[src/rtl/countdown_timer_if.sv]
// Control and status bundle for countdown_timer: load/enable/abort in,
// remaining count and state flags out.
interface countdown_timer_if #(
    parameter int WIDTH = 13
);
    logic             Load;
    logic [WIDTH-1:0] LoadValue;
    logic             Enable;
    logic             Abort;
    logic [WIDTH-1:0] count;
    logic             Busy;
    logic             Done;
    logic             Expired;

    // Master drives the controls and watches the status; the timer is the slave.
    modport master (
        output Load, LoadValue, Enable, Abort,
        input  count, Busy, Done, Expired
    );

    modport slave (
        input  Load, LoadValue, Enable, Abort,
        output count, Busy, Done, Expired
    );
endinterface

[src/rtl/countdown_timer.sv]
// Loadable down-counter with IDLE/RUN/EXPIRED control; counts LoadValue
// Enable ticks down to zero, then pulses Done and holds Expired.
module countdown_timer #(
    parameter int WIDTH = 13
) (
    input logic              Clock,
    input logic              Reset,
    countdown_timer_if.slave bus
);

    typedef enum logic [1:0] {
        IDLE    = 2'd0,
        RUN     = 2'd1,
        EXPIRED = 2'd2
    } TimerState;

    localparam logic [WIDTH-1:0] One = WIDTH'(1);

    TimerState        state;
    TimerState        nextState;
    logic [WIDTH-1:0] countReg;
    logic [WIDTH-1:0] nextCount;
    logic             doneReg;
    logic             nextDone;

    // State, count and the Done pulse all clear asynchronously so a reset
    // mid-countdown is visible on the outputs before the next edge.
    always_ff @(posedge Clock or posedge Reset) begin
        if (Reset) begin
            state    <= IDLE;
            countReg <= '0;
            doneReg  <= 1'b0;
        end else begin
            state    <= nextState;
            countReg <= nextCount;
            doneReg  <= nextDone;
        end
    end

    // Load beats Abort beats Enable; Done is raised only on edges entering EXPIRED.
    always_comb begin
        nextState = state;
        nextCount = countReg;
        nextDone  = 1'b0;
        if (bus.Load) begin
            nextCount = bus.LoadValue;
            if (bus.LoadValue != '0) begin
                nextState = RUN;
            end else begin
                nextState = EXPIRED;
                nextDone  = 1'b1;
            end
        end else if (bus.Abort) begin
            nextState = IDLE;
            nextCount = '0;
        end else begin
            case (state)
                RUN: begin
                    if (bus.Enable) begin
                        if (countReg <= One) begin
                            nextCount = '0;
                            nextState = EXPIRED;
                            nextDone  = 1'b1;
                        end else begin
                            nextCount = countReg - One;
                        end
                    end
                end
                IDLE, EXPIRED: begin
                    nextCount = '0;
                end
                default: begin
                    nextState = IDLE;
                    nextCount = '0;
                end
            endcase
        end
    end

    assign bus.count   = countReg;
    assign bus.Busy    = (state == RUN);
    assign bus.Expired = (state == EXPIRED);
    assign bus.Done    = doneReg;

endmodule

[src/flat_wrapper.sv]
// flat-port wrapper written by rule: the top's interface ports become plain ports
module countdown_timer_flat 
#(
    parameter int WIDTH = 13
)
  (Clock, Reset, bus_Load, bus_LoadValue, bus_Enable, bus_Abort, bus_count, bus_Busy, bus_Done, bus_Expired);
  countdown_timer_if #(.WIDTH(WIDTH)) bus_i ();
  input logic Clock;
  input logic Reset;
  input wire logic [$bits(bus_i.Load)-1:0] bus_Load;
  input wire logic [$bits(bus_i.LoadValue)-1:0] bus_LoadValue;
  input wire logic [$bits(bus_i.Enable)-1:0] bus_Enable;
  input wire logic [$bits(bus_i.Abort)-1:0] bus_Abort;
  output wire logic [$bits(bus_i.count)-1:0] bus_count;
  output wire logic [$bits(bus_i.Busy)-1:0] bus_Busy;
  output wire logic [$bits(bus_i.Done)-1:0] bus_Done;
  output wire logic [$bits(bus_i.Expired)-1:0] bus_Expired;
  assign bus_i.Load = bus_Load;
  assign bus_i.LoadValue = bus_LoadValue;
  assign bus_i.Enable = bus_Enable;
  assign bus_i.Abort = bus_Abort;
  assign bus_count = bus_i.count;
  assign bus_Busy = bus_i.Busy;
  assign bus_Done = bus_i.Done;
  assign bus_Expired = bus_i.Expired;
  countdown_timer #(.WIDTH(WIDTH)) u_core (.Clock(Clock), .Reset(Reset), .bus(bus_i));
endmodule
[config.mk]
export PLATFORM = sky130hd
export DESIGN_NAME = countdown_timer_flat
export DESIGN_NICKNAME = d
export VERILOG_FILES = /design/src/rtl/countdown_timer_if.sv /design/src/rtl/countdown_timer.sv /design/src/flat_wrapper.sv
export SDC_FILE = /design/constraint.sdc
export NUM_CORES = 1
export LEC_CHECK = 0
export ABC_AREA = 1
export ABC_CLOCK_PERIOD_IN_PS = 1700
export BUFFER_PORTS_ARGS = -buffer_cell sky130_fd_sc_hd__buf_2
export CORE_MARGIN = 2
export CORE_UTILIZATION = 50
export CTS_CLUSTER_SIZE = 30
export DETAILED_ROUTE_END_ITERATION = 10
export PLACE_DENSITY = 0.82
export REMOVE_ABC_BUFFERS = 1
export SLEW_MARGIN = 20
export SYNTH_ARGS = -nofsm -noshare
export SYNTH_HDL_FRONTEND = slang
export SYNTH_SLANG_ARGS = --single-unit
[constraint.sdc]
create_clock -name Clock -period 1.7 [get_ports Clock]
set_input_delay 0.34 -clock Clock [delete_from_list [all_inputs] [get_ports Clock]]
set_output_delay 0.34 -clock Clock [all_outputs]
set_load 0.02 [all_outputs]
-- After elaboration in Yosys (flattened, before gate mapping)
Index checks and enable logic that the tools add are counted.
- register bits after elaboration: 16
- input port bits: 18
- logic and storage cells: 31
- add/subtract/negate cells: 1
- $lt $le $gt $ge: 1
- eq/ne operators: 5
- multiplexer cells: 17
- reduce and logical (&&, ||, !) cells: 4
- operator list (cell ; number):
    $mux 13 ; 5
    $le 13x1->1 const B ; 1
    $reduce_bool 13->1 ; 1
    $sub 13x1->13 const B ; 1
    $mux 2 ; 5
    $mux 1 ; 6
    $ne 4x3->1 const B ; 1
    $ne 4x4->1 const B ; 1
    $pmux 2 s2 ; 1
    $ne 3x3->1 const B ; 1
    $reduce_and 3->1 ; 1
    $eq 2x1->1 const B ; 1
    $eq 2x2->1 const B ; 1
    $logic_not 2->1 ; 1
    $reduce_or 2->1 ; 1

-- Depth between registers and ports, before layout
- depth after elaboration: 6
- depth in mapped cells: 10
- depth with buffers taken out: 10

-- Least setup slack after synthesis
OpenSTA, ideal clock, no wires.
- path kind: register to register
- start: reg u_core.countReg[0] (netlist: u_core.bus.count[0])
- end: reg u_core.countReg[6] (netlist: u_core.bus.count[6])
- setup time: 0.073 ns
- data arrival time: 1.366 ns
- required time: 1.627 ns
- path slack: 0.261 ns
- stages on the path, launching flop included: 8
- clock period less this slack: 1.439 ns
- path through: dfrtp_1 inv_1 ha_1 nand2_1 nor2_1 xor2_1 nand2_1 a21oi_2
- longest elaborated chain between the ends: 6
- elaborated cells on any way between the ends: 7
- classes of those cells: add/sub: 1; order compare: 1; mux: 5
- RTL lines (what ; RTL line ; text):
    start: declaration ; countdown_timer.sv:21 ; logic [WIDTH-1:0] countReg;
    start signal: assignment ; countdown_timer.sv:35 ; countReg <= nextCount;
    $sub 13x1->13 / $le 13x1->1 (equally long branches) ; countdown_timer.sv:65, countdown_timer.sv:60 ;
    $mux 13 * ; countdown_timer.sv:60 ; if (countReg <= One) begin
    $mux 13 * ; countdown_timer.sv:59 ; if (bus.Enable) begin
    $mux 13 * ; countdown_timer.sv:57 ; case (state)
    $mux 13 * ; countdown_timer.sv:53 ; end else if (bus.Abort) begin
    $mux 13 * ; countdown_timer.sv:45 ; if (bus.Load) begin
Every way passes the cells marked *; elsewhere a longest branch is shown, timed or not. The select of a mux whose other input is x is not followed.
A chain may end at the register's enable or synchronous reset.

-- Final worst setup path
Ends and elaborated chain as after synthesis.

==> flow_metrics.tcl <==
set metrics [dict create \
    wirelength_mm 2.738 \
    ys_seq_area_frac 0.3282 \
    synth.avg_cell_area_um2 6.892 \
    wl_per_cell_um 11.46 \
    start_util 0.5411 \
    path_class "flop to flop" \
    synthCells 177 \
    hold_viol_final 0 \
    portBuffers 33 \
    num_rows 17 \
    diodes 0 \
    finalNetCount 232 \
    die_h_um 53.40 \
    arrival_ps 1760 \
    yosysUniqueCellTypes 23 \
    fin_crit_ps 1530 \
    cp-startpoint "u_core.bus.count[0]" \
    cp-start-kind "flop" \
    crit_end "u_core.bus.count[6]" \
    powerDensity_mw_per_mm2 748.8 \
    ys_warn_count 0 \
    tns_ps 0 \
    r2r-end "u_core.bus.count[6]" \
    first_global_vias 1034 \
    min_path_type "input pin to async pin" \
    synthDominantCellAreaShare 0.3282 \
    dpl.hpwl_mm 2.071 \
    drv_slew 0 \
    clock_path_buffers 2 \
    cts.clk_slew.worst_paths_ps 100 \
    htreeDepth 1 \
    coreArea_mm2 0.002255 \
    cap_violations 0 \
    gr-total-overflow 0 \
    status "complete, no violations" \
    worstMarginPinSlew_ps 610.6 \
    fin_crit_sh 0.9002 \
    seq_area_um2 400.4 \
    hold_buffers 0 \
    cts.sinks 16 \
    crit_path_end_kind "flop" \
    setup_viol 0 \
    synthArstFlopShare 1.000 \
    vias 1186 \
    required_ps 1930 \
    syn_to_final_growth_pct 16.92 \
    synth_edf_count 0 \
    drc 0 \
    antenna_found_initial 0 \
    fillers 230 \
    fmaxAchievable_ghz 0.6534 \
    reg2reg_depth 7 \
    cts_tree "done" \
    cts_setup_buffers 0 \
    rsz0062_at_grt "no" \
    p_leak_uw 0.0007617 \
    cp_max_fo 4 \
    grt_pass1_wl_mm 4.457 \
    timing.rr.start "u_core.bus.count[0]" \
    cts_buffers 3 \
    clock-skew-final_ps 6.158 \
    gp_congestion 0.8538 \
    synthMostInstantiatedCell "nand2_1" \
    synth_area_leaders "dfrtp_1 33%, nand2_1 12%, nor2_1 10%, a21oi_1 6.6%, inv_1 5.8%" \
    rrSetupSlack_ps 170 \
    multi_input_area_um2 699.4 \
    post_cts_resized 0 \
    irDropWorstVdd_v 0.0004402 \
    synth.cell_area_mm2 0.001220 \
    track_usage 0.2147 \
    drive_gt1_frac 0.3033 \
    die_w_um 53.40 \
    synthFlopType "dfrtp_1" \
    postLayoutSetupSlackWorst_ps 169.7 \
    holdWs_ps 102.0 \
    first_pass_iters 4 \
    dieArea_mm2 0.002851 \
    preCtsSetupSlack_ps 195.0 \
    ys_seq_elements 16 \
    grt_start_max_net_pins 17 \
    viasPerCell 4.962 \
    clk_latency_ps 290 \
    drt_iter0_drc 17 \
    ant_nets 0 \
    ys_top_cells_by_count "40 x nand2_1, 33 x nor2_1, 19 x inv_1, 16 x a21oi_1, 16 x dfrtp_1" \
    cts-root-buf "clkbuf_4" \
    slew_headroom 0.5925 \
    pin_count 34 \
    synth_top_cell_by_area "dfrtp_1" \
]
==> stage by stage <==
step | total power, µW | cell area, µm² | utilization | instances
after floorplan | 704.5 | 1175 | - | 172
after global placement | 811.9 | 1390 | 0.6165 | 235
after detailed placement | 813.9 | 1390 | 0.6165 | 235
after CTS | 1071 | 1426 | 0.6326 | 239
after global routing | 1136 | 1426 | 0.6326 | 239
final | 1068 | 1426 | 0.6326 | 239
==> layer usage <==
metal	GRT usage	share of wire	routed length (µm)
met4	0.03846	0.0088	24
met3	0.02542	0.032	87
met1	0.2939	0.48	1319
met5	0	0	0
met2	0.3621	0.48	1306
==> sequential cells by signal (all words and copies together) (netlist names) <==
| register | flops |
|---|---|
| u_core.bus.count | 13 |
| u_core.state | 2 |
| u_core.bus.Done | 1 |
==> worst min-delay path by stage <==
stage,slack [ps],cells after the start,end
2_1_floorplan,250,1,u_core.bus.Done
3_3_place_gp,440,2,u_core.bus.count[0]
3_5_place_dp,440,2,u_core.bus.count[0]
4_1_cts,130,2,u_core.bus.count[3]
5_1_grt,160,2,u_core.bus.count[4]
6_report,100,2,u_core.bus.count[3]
==> area by class of cell <==
class | instances | area share
clock buffers | 4 | 0.02544
inverters | 20 | 0.05263
multi-input cells | 136 | 0.4904
flip-flops and latches | 16 | 0.2807
well taps | 28 | 0.02456
repair buffers | 35 | 0.1263
==> logic make-up (layout without fill, tap and decap cells) <==
kind of cell             Yosys count  count (layout)  share of synthesized area
flip-flops                        16              16                     0.3282
AND/OR/NAND/NOR                  102             102                     0.3764
XOR/XNOR                           6               6                    0.04308
AO/OA/AOI/OAI                     26              26                     0.1333
buffers and inverters             25              59                    0.09846
adder cells (fa/ha/maj)            2               2                    0.02051
==> power by group <==
part | leakage, µW | internal [µW] | total [µW] | switching (µW)
sequential | 0.000202 | 415 | 466 | 51.5
clock | 0.0000210 | 130 | 259 | 129
combinational | 0.000539 | 129 | 343 | 214
==> placed cells by master (no fill, tap or decap), drive strengths merged <==
cell,instances
nand2,46
nor2,43
buf,35
a21oi,24
inv,20
dfrtp,16
nand3,6
xor2,5
clkbuf,4
nand3b,3
nor3,2
ha,2
xnor2,1
o21ai,1
nand4,1
o21bai,1
and2,1
==> worst max-delay path, stage by stage, from the launching register on <==
cell and delay [ps]:
dfrtp_1 430, inv_1 120, ha_1 190, nand2_1 130
nor2_1 220, xor2_1 180, nand2_1 80, a21oi_2 120
Note: power is estimated with default switching activity, not from simulation.
